==> config.mk <==
export PLATFORM = sky130hd
export DESIGN_NAME = sqrt_arbiter
export DESIGN_NICKNAME = d
export VERILOG_FILES = /design/src/rtl/sqrt_arbiter.sv
export SDC_FILE = /design/constraint.sdc
export NUM_CORES = 1
export LEC_CHECK = 0
export CORE_MARGIN = 4
export CORE_UTILIZATION = 43
export CTS_CLUSTER_SIZE = 20
export DETAILED_ROUTE_END_ITERATION = 10
export PLACE_DENSITY_LB_ADDON = 0.12
export SYNTH_ARGS = -nofsm -noshare
export SYNTH_HDL_FRONTEND = slang
export SYNTH_SLANG_ARGS = --single-unit
==> constraint.sdc <==
create_clock -name clk -period 6.85 [get_ports clk]
set_clock_uncertainty 0.05 [all_clocks]
set_input_delay 1.0275 -clock clk [delete_from_list [all_inputs] [get_ports clk]]
set_output_delay 1.0275 -clock clk [all_outputs]
set_load 0.01 [all_outputs]
==> src/rtl/sqrt_arbiter.sv <==
// Round-robin arbiter sharing one square-root unit between N stb/ack requesters.
// One operation is in flight at a time; each result returns to the port that issued it.
module sqrt_arbiter #(
  parameter int N  = 4,
  parameter int CW = 16
) (
  input  logic            clk,
  input  logic            rst,
  input  logic [N*32-1:0] req_a,
  input  logic [N-1:0]    req_a_stb,
  output logic [N-1:0]    req_a_ack,
  output logic [31:0]     rsp_z,
  output logic [N-1:0]    rsp_z_stb,
  input  logic [N-1:0]    rsp_z_ack,
  output logic [31:0]     unit_a,
  output logic            unit_a_stb,
  input  logic            unit_a_ack,
  input  logic [31:0]     unit_z,
  input  logic            unit_z_stb,
  output logic            unit_z_ack,
  output logic            busy,
  output logic [2:0]      grant_id,
  output logic [CW-1:0]   done_count
);

  typedef enum logic [2:0] {
    S_IDLE,
    S_GRANT,
    S_ISSUE,
    S_WAIT,
    S_RETURN
  } state_e;

  localparam logic [N-1:0] ONE = N'(1);

  state_e        state_q, state_d;
  logic [2:0]    ptr_q, ptr_d;
  logic [2:0]    grant_q, grant_d;
  logic [31:0]   op_q, op_d;
  logic [31:0]   res_q, res_d;
  logic [N-1:0]  req_ack_q, req_ack_d;
  logic [N-1:0]  rsp_stb_q, rsp_stb_d;
  logic          unit_stb_q, unit_stb_d;
  logic          zack_q, zack_d;
  logic [CW-1:0] done_q, done_d;

  logic [2:0]    pick;
  logic          any_req;
  logic [2:0]    idx;
  logic [N-1:0]  stb_sh;
  logic [31:0]   op_sel;

  // (base + off) mod N for base < N and off <= N.
  function automatic logic [2:0] wrap_add(input logic [2:0] base, input int off);
    logic [3:0] s;
    s = {1'b0, base} + 4'(off);
    if (s >= 4'(N)) s = s - 4'(N);
    return s[2:0];
  endfunction

  // Walk offsets from farthest to nearest so the first asserted port after ptr wins.
  always_comb begin
    // NOTE: every variable written here gets a default first so no latch is inferred.
    pick    = ptr_q;
    any_req = 1'b0;
    idx     = ptr_q;
    stb_sh  = '0;
    for (int k = N - 1; k >= 0; k--) begin
      idx    = wrap_add(ptr_q, k);
      stb_sh = req_a_stb >> idx;
      if (stb_sh[0]) begin
        pick    = idx;
        any_req = 1'b1;
      end
    end
  end

  always_comb begin
    op_sel = '0;
    for (int i = 0; i < N; i++) begin
      if (grant_q == 3'(i)) op_sel = req_a[i*32 +: 32];
    end
  end

  always_comb begin
    state_d    = state_q;
    ptr_d      = ptr_q;
    grant_d    = grant_q;
    op_d       = op_q;
    res_d      = res_q;
    req_ack_d  = req_ack_q;
    rsp_stb_d  = rsp_stb_q;
    unit_stb_d = unit_stb_q;
    zack_d     = zack_q;
    done_d     = done_q;
    unique case (state_q)
      S_IDLE: begin
        if (any_req) begin
          grant_d   = pick;
          req_ack_d = ONE << pick;
          state_d   = S_GRANT;
        end
      end
      S_GRANT: begin
        // A withdrawn stb simply holds here with ack still high.
        if (|(req_a_stb & req_ack_q)) begin
          op_d       = op_sel;
          req_ack_d  = '0;
          unit_stb_d = 1'b1;
          state_d    = S_ISSUE;
        end
      end
      S_ISSUE: begin
        if (unit_stb_q && unit_a_ack) begin
          unit_stb_d = 1'b0;
          zack_d     = 1'b1;
          state_d    = S_WAIT;
        end
      end
      S_WAIT: begin
        if (zack_q && unit_z_stb) begin
          res_d     = unit_z;
          zack_d    = 1'b0;
          rsp_stb_d = ONE << grant_q;
          state_d   = S_RETURN;
        end
      end
      S_RETURN: begin
        if (|(rsp_z_ack & rsp_stb_q)) begin
          rsp_stb_d = '0;
          ptr_d     = wrap_add(grant_q, 1);
          done_d    = done_q + CW'(1);
          state_d   = S_IDLE;
        end
      end
      default: state_d = S_IDLE;
    endcase
  end

  // NOTE: op and res are plain registers, not a memory, so they reset with the control state.
  always_ff @(posedge clk or negedge rst) begin
    if (!rst) begin
      state_q    <= S_IDLE;
      ptr_q      <= '0;
      grant_q    <= '0;
      op_q       <= '0;
      res_q      <= '0;
      req_ack_q  <= '0;
      rsp_stb_q  <= '0;
      unit_stb_q <= 1'b0;
      zack_q     <= 1'b0;
      done_q     <= '0;
    end else begin
      // NOTE: non-blocking assignments so every register samples pre-edge values.
      state_q    <= state_d;
      ptr_q      <= ptr_d;
      grant_q    <= grant_d;
      op_q       <= op_d;
      res_q      <= res_d;
      req_ack_q  <= req_ack_d;
      rsp_stb_q  <= rsp_stb_d;
      unit_stb_q <= unit_stb_d;
      zack_q     <= zack_d;
      done_q     <= done_d;
    end
  end

  assign req_a_ack  = req_ack_q;
  assign rsp_z      = res_q;
  assign rsp_z_stb  = rsp_stb_q;
  assign unit_a     = op_q;
  assign unit_a_stb = unit_stb_q;
  assign unit_z_ack = zack_q;
  assign busy       = (state_q != S_IDLE);
  assign grant_id   = grant_q;
  assign done_count = done_q;

endmodule

==> out/summary.txt <==
Mux cell area share after synthesis -> 2.53%
Vias -> 5,172
Minimum clock period after layout -> 3.51 ns
GRT Util Overall -> 24.9%
Vias in the first global route -> 5,193
Setup TNS -> 0 ns
Layout Area Growth over Synthesis -> 57.7%
Max-Cap Viols -> 0
CTS Buf Count -> 9
Detailed router's first-iteration violation count -> 244
NetSw -> 1.21 mW
CP endpoint kind -> flop
Net count, final -> 1,007
Crit Reg-Reg Endpoint -> req_a_ack[0]$_DFFE_PN0P_
Adder-Cell Fraction of Synth Area -> 1.95%
Port buffer count -> 265
# Post-CTS Setup Buffers -> 0
Hold buffer count at cts -> 0
Slew @ Worst Pin -> 1.30 ns
Reg power frac -> 31.3%
FF-to-FF setup slack -> 3.95 ns
Leakage -> 3.50 nW
Min-Delay Path Depth -> 1
Max FO, Critical Path -> 68
Grt total ovfl -> 0
Placer Congestion -> 0.933
First-pass GRT wire length -> 27,800 µm
Largest family of logic cells by synthesized area -> compound AO/OA/AOI/OAI gates
Cell Pwr Density -> 374 mW/mm²
Die Wd -> 117 µm
Synth Warn # -> 0
Post-synth top area cell -> dfrtp_1
Tcrit/Tclk final -> 51.3%
Placed Cells -> 959
Pin count of the biggest net entering global routing -> 69
Clock slew at reported path FFs -> 0.07 ns
Reg2Reg Depth -> 8
Ant. Diodes -> 0
# rows -> 39
Worst-skew pair later-pin latency -> 0.34 ns
DRC Markers -> 0
WHS Endpoint -> done_count[15]$_DFFE_PN0P_
Max H-tree Level -> 3
Synthesized flop and latch total -> 99
Synthesized cell area -> 0.00515 mm²
Synth Net Count -> 770
Synth top area share -> 48.1%
Via density -> 5.30
Post-route insts no fill -> 975
Post-route ant nets -> 0
Peak Freq -> 285 MHz
Share of post-route cells with drive strength above 1 -> 4.93%
EDFF count, synth -> 0
Synth Area in Simple Gates -> 19.2%
RSZ-0062 raised after global routing -> no
Status -> finished clean
Netlist cell types -> 51
CTS tree -> built
Seq/Total Area, Yosys -> 48.1%
Mean Syn Cell Area -> 8.72 µm²
Crit start category -> primary input
Clock share of power -> 16.3%
TritonCTS Sinks -> 99
Ranking of synthesized cells by instance count -> nand2_1 (157), dfrtp_1 (99), nor2_1 (46), a21oi_1 (36), a22oi_1 (36)
Setup Crit Path Kind -> primary input to flop
Most area-consuming cells after synthesis -> dfrtp_1 (48%), nand2_1 (11%), a22oi_1 (5.3%)
Worst Path Required -> 7.02 ns
Sw frac -> 40.0%
Slew headroom -> 13.5%
Post-synthesis compound-gate area fraction -> 21.2%
Top-count cell post-synth -> nand2_1
Post-DP HPWL -> 13,200 µm
Die H -> 117 µm
Dominant synthesized flop cell -> dfrtp_1
IO Count -> 266
Initial antenna violation count -> 0
CTS max path bufs -> 2
Synth async-reset ratio -> 100%
Core Area -> 0.0116 mm²
Worst hold-check path type -> flop to flop
Post-CTS sizing -> 0
Crit path DAT -> 3.68 ns
Xor and xnor fraction of the mapped netlist area -> 2.55%
Final WL -> 17,300 µm
Die Area -> 0.0138 mm²
WL/cell -> 17.8 µm
Root buf cell -> clkbuf_16
Peak VDD IR -> 0.260 mV
Final Setup Violations -> 0
Reg2reg start -> ptr_q[0]$_DFFE_PN0P_
Internal -> 1.82 mW
Hold Fails Final Rpt -> 0
Hold path start -> done_count[15]$_DFFE_PN0P_
Initial Util -> 44.5%
Post-Synthesis Cells -> 590
First-pass DRT Iterations -> 4
Max-slew violations -> 0
Combinational Power Share -> 52.3%
flip-flops by register name, summed over array words and instances, names as in the netlist:
name,flops
unit_z_ack,1
done_count,16
rsp_z_stb,4
state_q,3
req_a_ack,4
unit_a,32
rsp_z,32
ptr_q,3
grant_id,3
unit_a_stb,1
critical path, stage by stage:
cell	delay (ns)
clkdlybuf4s50_1	0.60
a22oi_1	0.13
a21boi_0	0.45
nand3_2	0.95
nand3_1	0.43
o21ai_2	0.09
metrics by stage:
stage               instance area (µm²)  utilization [%]  setup WS (ns)  power, mW  hold WS [ns]
finish                             8120             70.2           3.34       3.04         0.425
global route                       8120             70.2           3.03       3.27         0.450
floorplan                          5150                -           4.46       1.82         0.457
detailed placement                 7820             67.7           3.00       2.55         0.412
global placement                   7820             67.7           3.16       2.50         0.406
CTS                                8120             70.2           3.37       3.06         0.429
worst max path at each step:
stage                 start                       end  slack, ns  cells after the start
2_1_floorplan  req_a_stb[0]  req_a_ack[0]$_DFFE_PN0P_       4.46                      6
3_3_place_gp   req_a_stb[0]  req_a_ack[0]$_DFFE_PN0P_       3.16                      6
3_5_place_dp   req_a_stb[0]  req_a_ack[0]$_DFFE_PN0P_       3.00                      6
4_1_cts        req_a_stb[0]  req_a_ack[0]$_DFFE_PN0P_       3.37                      6
5_1_grt        req_a_stb[0]     unit_a[5]$_DFFE_PN0P_       3.03                      6
6_report       req_a_stb[0]  req_a_ack[0]$_DFFE_PN0P_       3.34                      6
power groups by stage:
| stage | clock network [mW] | logic, mW | registers [mW] |
|---|---|---|---|
| final | 0.496 | 1.59 | 0.953 |
| after CTS | 0.508 | 1.60 | 0.953 |
| after global placement | 0 | 1.55 | 0.951 |
| after floorplan | 0 | 0.810 | 1.01 |
| after global routing | 0.535 | 1.75 | 0.985 |
| after detailed placement | 0 | 1.59 | 0.961 |
area by class of cell:
cell class                 count  area [µm²]
clock inverter                 5        41.3
tap                          143         179
timing repair buffer         268        2670
fill                         944        3450
clock buffer                  11         253
sequential                    99        2480
multi-input combinational    439        2460
inverter                      10        37.5
cells by family (layout without fill, tap and decap cells):
| group | count (synthesis) | after routing |
|---|---|---|
| XOR/XNOR | 15 | 15 |
| buffers and inverters | 52 | 294 |
| AO/OA/AOI/OAI | 169 | 169 |
| multiplexers | 9 | 9 |
| AND/OR/NAND/NOR | 238 | 238 |
| flip-flops | 99 | 99 |
| adder cells (fa/ha/maj) | 8 | 8 |
placed cells by master, fill, tap and decap left out, types with 3 or more instances in the layout:
master           count
clkdlybuf4s50_1    264
nand2_1            156
dfrtp_1             99
nor2_1              45
a22oi_1             36
a21oi_1             36
a211oi_1            33
o21ai_0             29
o21ai_1             17
inv_1                9
nand3_1              9
xnor2_1              9
clkbuf_16            9
ha_1                 7
nand4_1              6
xor2_1               6
mux2i_1              4
buf_4                4
nor3_1               3
and3_1               3
mux4_2               3
and2_1               3
routing by layer:
| layer | global-route usage, % | part of all wire [%] |
|---|---|---|
| met1 | 28.3 | 38 |
| met2 | 45.6 | 53 |
| met3 | 5.87 | 7.0 |
| met4 | 8.94 | 2.3 |
| met5 | 0 | 0 |
(Power assumes the default switching activity.)
